--- config.mk ---
export PLATFORM = sky130hd
export DESIGN_NAME = calc_input_sequencer
export DESIGN_NICKNAME = d
export VERILOG_FILES = /design/src/rtl/calc_pkg.sv /design/src/rtl/calc_input_sequencer_key_sync2.sv /design/src/rtl/calc_input_sequencer.sv
export SDC_FILE = /design/constraint.sdc
export NUM_CORES = 1
export LEC_CHECK = 0
export ABC_AREA = 1
export BUFFER_PORTS_ARGS = -buffer_cell sky130_fd_sc_hd__buf_2
export CAP_MARGIN = 20
export CORE_ASPECT_RATIO = 0.6
export CORE_MARGIN = 3
export CORE_UTILIZATION = 64
export CTS_BUF_LIST = sky130_fd_sc_hd__clkbuf_4
export CTS_CLUSTER_DIAMETER = 120
export DETAILED_ROUTE_END_ITERATION = 10
export PLACE_DENSITY = 0.88
export SLEW_MARGIN = 15
export SYNTH_ARGS = -nofsm -noshare
export SYNTH_HDL_FRONTEND = slang
export SYNTH_HIERARCHICAL = 1
export SYNTH_SLANG_ARGS = --single-unit
export TNS_END_PERCENT = 10
--- constraint.sdc ---
create_clock -name CLOCK_50 -period 2.45 [get_ports CLOCK_50]
set_input_delay 0.6125 -clock CLOCK_50 [delete_from_list [all_inputs] [get_ports CLOCK_50]]
set_output_delay 0.6125 -clock CLOCK_50 [all_outputs]
set_load 0.02 [all_outputs]
--- src/rtl/calc_pkg.sv ---
// Shared definitions for the calculator front end and core: sequencer state
// encoding, default debounce length and operation codes.
package calc_pkg;

  typedef enum logic [2:0] {
    ST_IDLE      = 3'd0,
    ST_DEB_PRESS = 3'd1,
    ST_CAPTURE   = 3'd2,
    ST_ISSUE     = 3'd3,
    ST_WAIT_REL  = 3'd4
  } seq_state_e;

  // 10 ms at 50 MHz; the counter width must cover it.
  localparam int unsigned DEBOUNCE_CYCLES_DEF = 500000;
  localparam int unsigned CNT_W_DEF           = 19;

  localparam logic [2:0] OP_ADD = 3'b000;
  localparam logic [2:0] OP_SUB = 3'b001;
  localparam logic [2:0] OP_ABS = 3'b010;

endpackage

--- src/rtl/calc_input_sequencer_key_sync2.sv ---
// Two-flop synchroniser for the raw pushbutton; both flops reset to the
// released (high) level so a reset never looks like a press.
module key_sync2 (
  input  logic clk_i,
  input  logic rst_ni,
  input  logic d_i,
  output logic q_o
);

  logic meta_q;
  logic sync_q;

  always_ff @(posedge clk_i or negedge rst_ni) begin
    if (!rst_ni) begin
      meta_q <= 1'b1;
      sync_q <= 1'b1;
    end else begin
      meta_q <= d_i;
      sync_q <= meta_q;
    end
  end

  assign q_o = sync_q;

endmodule

--- src/rtl/calc_input_sequencer.sv ---
// Calculator front end: debounces ENTER, snapshots SW/OPSEL into stable
// operand registers and issues a single GO strobe per confirmed press.
module calc_input_sequencer
  import calc_pkg::*;
#(
  parameter int unsigned DEBOUNCE_CYCLES = DEBOUNCE_CYCLES_DEF,
  parameter int unsigned CNT_W           = CNT_W_DEF
) (
  input  logic       CLOCK_50,
  input  logic       RESET_N,
  input  logic       KEY_ENTER_N,
  input  logic [7:0] SW,
  input  logic [2:0] OPSEL,
  output logic [3:0] A,
  output logic [3:0] B,
  output logic [2:0] OP,
  output logic       GO,
  output logic       BUSY,
  output logic [7:0] CMD_COUNT
);

  localparam logic [CNT_W-1:0] CNT_LAST = CNT_W'(DEBOUNCE_CYCLES - 1);

  logic             key_s;
  seq_state_e       state_q;
  logic [CNT_W-1:0] cnt_q;
  logic [3:0]       a_q;
  logic [3:0]       b_q;
  logic [2:0]       op_q;
  logic             go_q;
  logic             busy_q;
  logic [7:0]       cmd_cnt_q;

  key_sync2 u_key_sync (
    .clk_i  (CLOCK_50),
    .rst_ni (RESET_N),
    .d_i    (KEY_ENTER_N),
    .q_o    (key_s)
  );

  // Outputs are written on the edge that enters the state they belong to,
  // so GO is high exactly while in ISSUE and BUSY tracks the state register.
  always_ff @(posedge CLOCK_50 or negedge RESET_N) begin
    if (!RESET_N) begin
      state_q   <= ST_IDLE;
      cnt_q     <= '0;
      a_q       <= '0;
      b_q       <= '0;
      op_q      <= '0;
      go_q      <= 1'b0;
      busy_q    <= 1'b0;
      cmd_cnt_q <= '0;
    end else begin
      go_q <= 1'b0;
      unique case (state_q)
        ST_IDLE: begin
          if (!key_s) begin
            state_q <= ST_DEB_PRESS;
            cnt_q   <= '0;
            busy_q  <= 1'b1;
          end
        end
        ST_DEB_PRESS: begin
          if (key_s) begin
            state_q <= ST_IDLE;
            busy_q  <= 1'b0;
          end else if (cnt_q == CNT_LAST) begin
            state_q <= ST_CAPTURE;
            a_q     <= SW[7:4];
            b_q     <= SW[3:0];
            op_q    <= OPSEL;
          end else begin
            cnt_q <= cnt_q + 1'b1;
          end
        end
        ST_CAPTURE: begin
          state_q   <= ST_ISSUE;
          go_q      <= 1'b1;
          cmd_cnt_q <= cmd_cnt_q + 8'd1;
        end
        ST_ISSUE: begin
          state_q <= ST_WAIT_REL;
          cnt_q   <= '0;
        end
        ST_WAIT_REL: begin
          // Any low sample restarts the release window, so bounce never re-arms.
          if (!key_s) begin
            cnt_q <= '0;
          end else if (cnt_q == CNT_LAST) begin
            state_q <= ST_IDLE;
            busy_q  <= 1'b0;
          end else begin
            cnt_q <= cnt_q + 1'b1;
          end
        end
        default: begin
          state_q <= ST_IDLE;
          busy_q  <= 1'b0;
        end
      endcase
    end
  end

  assign A         = a_q;
  assign B         = b_q;
  assign OP        = op_q;
  assign GO        = go_q;
  assign BUSY      = busy_q;
  assign CMD_COUNT = cmd_cnt_q;

endmodule

==> results of run 1 <==
==> worst max-delay path: stages (launching register included) <==
cell     delay (ns)
dfrtp_1        0.43
ha_1           0.26
nand3_2        0.15
nor2_1         0.14
nand3_1        0.33
nand2_1        0.36
o21ai_0        0.12
nand2_1        0.07
nor2_1         0.04
==> per-layer routing <==
layer / GRT usage / vias up / wire [um]
met5: 0 / - / 0
met4: 0.0612 / 0 / 59
met3: 0.0767 / 14 / 726
met2: 0.385 / 153 / 2430
met1: 0.357 / 1008 / 2490
li1: - / 1111 / -
==> state kept, by name, summed over array words and instances, names as in the netlist <==
name,cells
GO,1
state_q,3
A,4
u_key_sync/q_o,1
cnt_q,19
CMD_COUNT,8
B,4
u_key_sync/meta_q,1
BUSY,1
OP,3
==> final cells by class <==
cell class,instances,area share
flip-flops and latches,45,0.403
multi-input cells,223,0.422
inverters,48,0.0643
well taps,47,0.0210
repair buffers,37,0.0688
clock buffers,8,0.0214
==> power by group <==
group	leakage, nW	switching, mW	total (mW)	internal, mW
clock network	0.0368	0.230	0.378	0.148
registers	0.551	0.0983	0.928	0.829
logic	0.774	0.467	0.658	0.191
==> metrics by stage <==
step	hold WS, ns	setup WS (ns)	cell area, um^2	std cells
3_3_place_gp	0.346	0.647	2740	400
2_1_floorplan	0.317	0.936	2540	321
5_1_grt	0.307	0.284	2800	408
6_report	0.301	0.445	2800	408
4_1_cts	0.325	0.506	2800	408
3_5_place_dp	0.347	0.542	2740	400
==> cells by family (layout without fill, tap and decap cells) <==
group / count (synthesis) / in the layout
AO/OA/AOI/OAI: 33 / 33
adder cells (fa/ha/maj): 2 / 2
flip-flops: 45 / 45
AND/OR/NAND/NOR: 179 / 179
buffers and inverters: 53 / 93
XOR/XNOR: 9 / 9
==> final timing paths <==
kind / to / slack [ns] / cells past startpoint
max: cnt_q[3] / 0.44 / 8
min: cnt_q[18] / 0.30 / 2
max reg2reg: cnt_q[3] / 0.44 / 8
min reg2reg: u_key_sync/q_o / 0.37 / 0
max in group asynchronous: state_q[2] / 1.76 / 2
min in group CLOCK_50: u_key_sync/meta_q / 0.33 / 1
==> placed cells by master (no fill, tap or decap), drive strengths merged <==
| master | instances |
|---|---|
| nand4 | 12 |
| nand3 | 26 |
| ha | 2 |
| clkbuf | 8 |
| a21oi | 5 |
| o21bai | 1 |
| xnor2 | 4 |
| nand2 | 81 |
| a31oi | 1 |
| inv | 48 |
| o31ai | 2 |
| nor3 | 17 |
| nor4 | 1 |
| buf | 37 |
| dfstp | 2 |
| xor2 | 5 |
| nor2 | 42 |
| o21ai | 23 |
| o211ai | 1 |
| dfrtp | 43 |
==> flow_summary_export.csv, run 1 <==
group,metric,value,unit
outcome,status,"finished clean",
routing,via_count,2286,
layout,antenna_cells,0,
layout,seq_area,0.00113,mm^2
layout,postLayoutCoreUtil,0.749,
clock_tree,cts_buffer_depth,2,
timing,min_period_over_period,0.818,
clock_tree,cts_resized,0,
routing,drcViolationCount,0,
critical_path,cp.arrival,2.27,ns
floorplan,start_util,0.679,
floorplan,core_area,0.00374,mm^2
power,p_leak,1.36,nW
critical_path,r2r_start,"cnt_q[0]",
layout,num-nets-final,376,
power,finalPower,1.96,mW
global_route,grt_pass1_vias,1973,
timing,setup_tns,0,ns
synth,synthCells,321,
clock_tree,htree_levels,2,
synth,synth_edf_count,0,
synth,post-synth-top-count-cell,"nand2_1",
clock_tree,cts_setup_buffers,0,
clock_tree,clk_latency,0.36,ns
worst_hold_path,hold_class,"in2async",
critical_path,startpoint_type,"flip-flop",
clock_tree,cts_hold_buf,0,
routing,first_pass_iters,5,
floorplan,rows,17,
critical_path,crit_start,"cnt_q[0]",
critical_path,critical_path_class,"reg2reg",
synth,synth_area,0.00254,mm^2
synth,synth_top_family_by_area,"simple AND/OR/NAND/NOR gates",
clock_tree,clkTransAtPathRegs,0.13,ns
clock_tree,clock-root-buffer,"clkbuf_4",
synth,synth_compound_area_frac,0.0827,
routing,routedWlPerCell,14.0,um
floorplan,pin_count,35,
synth,synth_xor_area_frac,0.0310,
clock_tree,numCtsBuffers,5,
timing,rsz0062_at_grt,"no",
layout,area_growth,10.3,%
timing,relSlewSlack,0.632,
synth,synthAdderAreaFrac,0.00985,
layout,multiInputGateArea,0.00118,mm^2
synth,synth-seq-cells,45,
synth,ys_seq_area_frac,0.444,
global_route,grt.total_usage,0.253,
floorplan,die_y,54.8,um
synth,synth_top_cell_area_share,0.423,
power,irDropWorstVdd,0.643,mV
clock_tree,cts.sinks,45,
job,cap_violations,0,
critical_path,worstPathRequired,2.71,ns
timing,setup_viol,0,
timing,post-route-min-period,2.01,ns
synth,yosys-top-cells-area,"dfrtp_1 42%, nand2_1 10%, inv_1 5.8%",
synth,muxShareOfSynthArea,0,
timing,worst_pin_slew,0.552,ns
routing,drt_wl_total,5710,um
synth,yosysTopAreaCell,"dfrtp_1",
critical_path,end_kind,"flip-flop",
critical_path,worst-path-max-fanout,11,
synth,synthTopCellsByCount,"69 x nand2_1, 43 x dfrtp_1, 39 x inv_1, 38 x nor2_1, 24 x nand3_1",
synth,ys.flop_type,"dfrtp_1",
timing,fmax,0.499,GHz
routing,drt_iter0_markers,195,
placement,gp_congestion,0.954,
global_route,grt_max_degree,46,
routing,via_per_inst,5.60,
layout,drive_above_1_share,0.244,
floorplan,die_x,87.4,um
timing,slew_violations,0,
layout,n_fill_cell,282,
global_route,antenna_found_initial,0,
floorplan,die-area,0.00479,mm^2
clock_tree,cts_tree,"built",
timing,finalHoldViolCount,0,
global_route,grt_pass1_wl,9110,um
synth,netlist-cell-type-count,31,
global_route,grt_overflow,0,
placement,dp_hpwl,4190,um
power,p_per_area,701,mW/mm^2
synth,syn-num-nets,337,
routing,ant_nets,0,
placement,portBuffers,34,
synth,async_reset_ff_frac,1.00,
synth,synth-simple-area-share,0.342,
timing,fin_skew,0.0131,ns
synth,avgSynthCellArea,7.92,um^2
synth,yosysWarnings,6,
(Power assumes the default switching activity.)
==> run 2: changes to the inputs <==
--- a/config.mk
+++ b/config.mk
@@ -10,11 +10,11 @@
 export CAP_MARGIN = 20
 export CORE_ASPECT_RATIO = 0.6
 export CORE_MARGIN = 3
-export CORE_UTILIZATION = 64
+export CORE_UTILIZATION = 59
 export CTS_BUF_LIST = sky130_fd_sc_hd__clkbuf_4
 export CTS_CLUSTER_DIAMETER = 120
 export DETAILED_ROUTE_END_ITERATION = 10
-export PLACE_DENSITY = 0.88
+export PLACE_DENSITY = 0.82
 export SLEW_MARGIN = 15
 export SYNTH_ARGS = -nofsm -noshare
 export SYNTH_HDL_FRONTEND = slang
==> constraint.sdc (replaced) <==
create_clock -name CLOCK_50 -period 1.93 [get_ports CLOCK_50]
set_input_delay 0.4825 -clock CLOCK_50 [delete_from_list [all_inputs] [get_ports CLOCK_50]]
set_output_delay 0.4825 -clock CLOCK_50 [all_outputs]
set_load 0.02 [all_outputs]
==> flow_summary_export.csv, run 2 (same netlist as run 1, synthesis figures left out) <==
group,metric,value,unit
outcome,status,"finished clean",
power,p_leak,1.37,nW
critical_path,startpoint_type,"flip-flop",
global_route,grt_pass1_wl,9900,um
layout,num-nets-final,379,
timing,worst_pin_slew,0.561,ns
global_route,met1_usage,0.382,
clock_tree,cts_setup_buffers,0,
floorplan,die_x,90.7,um
clock_tree,cts_resized,0,
global_route,grt_overflow,0,
clock_tree,cts_tree,"built",
timing,post-route-min-period,1.69,ns
floorplan,die-area,0.00516,mm^2
routing,drt_iter0_markers,238,
critical_path,critical_path_class,"reg2reg",
layout,drive_above_1_share,0.261,
placement,portBuffers,34,
timing,relSlewSlack,0.626,
clock_tree,cts.sinks,45,
placement,gp_congestion,0.947,
timing,fmax,0.591,GHz
floorplan,pin_count,35,
timing,setup_tns,0,ns
power,p_per_area,872,mW/mm^2
critical_path,cp.arrival,2.01,ns
critical_path,rrSetupSlack,0.24,ns
routing,via_per_inst,5.41,
layout,layout_common_cells,"68 x nand2_1, 43 x dfrtp_1, 39 x inv_1",
layout,top_register,"cnt_q",
clock_tree,cts_buffer_depth,2,
timing,min_period_over_period,0.876,
clock_tree,clkTransAtPathRegs,0.14,ns
routing,routedWlPerCell,13.5,um
layout,largest_register_ffs,19,
worst_hold_path,hold_class,"in2async",
global_route,grt.busiest_layer,"met1",
clock_tree,htree_levels,2,
placement,dp_hpwl,4350,um
clock_tree,numCtsBuffers,5,
global_route,grt_pass1_vias,2097,
global_route,grtUsageMet2,0.320,
routing,drt_wl_total,5670,um
routing,first_pass_iters,5,
layout,layout_commonest_cell,"nand2_1",
timing,rsz0062_at_grt,"no",
clock_tree,cts_hold_buf,0,
floorplan,core_area,0.00389,mm^2
timing,slew_violations,0,
global_route,grt_use_met3,0.0535,
timing,holdWs,0.185,ns
routing,via_count,2279,
clock_tree,clk_latency,0.37,ns
timing,fin_skew,0.0124,ns
critical_path,worstPathRequired,2.25,ns
routing,ant_nets,0,
layout,antenna_cells,0,
timing,setup_viol,0,
floorplan,start_util,0.653,
floorplan,die_y,56.8,um
critical_path,end_kind,"flip-flop",
global_route,grt.total_usage,0.241,
critical_path,worst-path-max-fanout,5,
power,irDropWorstVdd,0.613,mV
layout,area_growth,12.7,%
timing,finalHoldViolCount,0,
global_route,grt_max_degree,46,
job,cap_violations,0,
layout,n_fill_cell,313,
clock_tree,clock-root-buffer,"clkbuf_4",
global_route,antenna_found_initial,0,
routing,drcViolationCount,0,
floorplan,rows,17,
[run 2: cell types whose count changed in the layout (fill, tap and decap cells not counted)]
cell | before | now
nand2_2 | 11 | 12
ha_2 | 0 | 1
clkinvlp_4 | 0 | 2
nor3_1 | 12 | 11
nand2_1 | 69 | 68
clkbuf_4 | 8 | 6
ha_1 | 2 | 1
buf_4 | 3 | 5
nor2_2 | 2 | 3
nor3_2 | 3 | 4
nor2_1 | 38 | 37
buf_12 | 0 | 1
[run 2: report_power, final]
| group | total [mW] | switching (mW) | internal [mW] |
|---|---|---|---|
| clock network | 0.470 | 0.314 | 0.157 |
| registers | 1.17 | 0.121 | 1.05 |
| logic | 0.851 | 0.592 | 0.259 |
[run 2: final cells by class]
class                   instances  area [um^2]  area share
clock buffers                   6         45.0      0.0157
clock inverters                 2         15.0     0.00524
inverters                      48          180      0.0629
multi-input cells             223         1190       0.417
flip-flops and latches         45         1130       0.394
well taps                      57         71.3      0.0249
repair buffers                 40          228      0.0795
[run 2: metal layers]
layer / wire length (um) / up-vias
met5: 0 / -
met4: 48 / 0
li1: - / 1113
met3: 521 / 5
met2: 2220 / 101
met1: 2880 / 1060
[run 2: stage by stage]
step | util | setup WS [ns] | instances | power, mW | area, um^2
after CTS | 0.732 | 0.179 | 421 | 2.50 | 2850
final | 0.735 | 0.239 | 421 | 2.50 | 2860
after floorplan | - | 0.416 | 321 | 1.79 | 2540
after global placement | 0.717 | 0.295 | 413 | 2.00 | 2790
after detailed placement | 0.717 | 0.194 | 413 | 2.03 | 2790
after global routing | 0.735 | 0.00597 | 421 | 2.68 | 2860
[run 2: path summary, 6_finish.rpt]
kind / from / end / cells after the start
max: cnt_q[0] / cnt_q[10] / 10
min: RESET_N / B[0] / 2
max reg2reg: cnt_q[0] / cnt_q[10] / 10
min reg2reg: u_key_sync/meta_q / u_key_sync/q_o / 0
max in group asynchronous: RESET_N / u_key_sync/meta_q / 2
min in group CLOCK_50: KEY_ENTER_N / u_key_sync/meta_q / 1
[run 2: worst max-delay path: stages (launching register included)]
cell and delay [ns]:
dfrtp_1 0.42, ha_2 0.23, nand3_2 0.14, inv_1 0.12, nand2_1 0.10, buf_4 0.17
o21bai_1 0.18, nand4_1 0.11, nand2_1 0.07, nand2_1 0.04, nand2_1 0.06
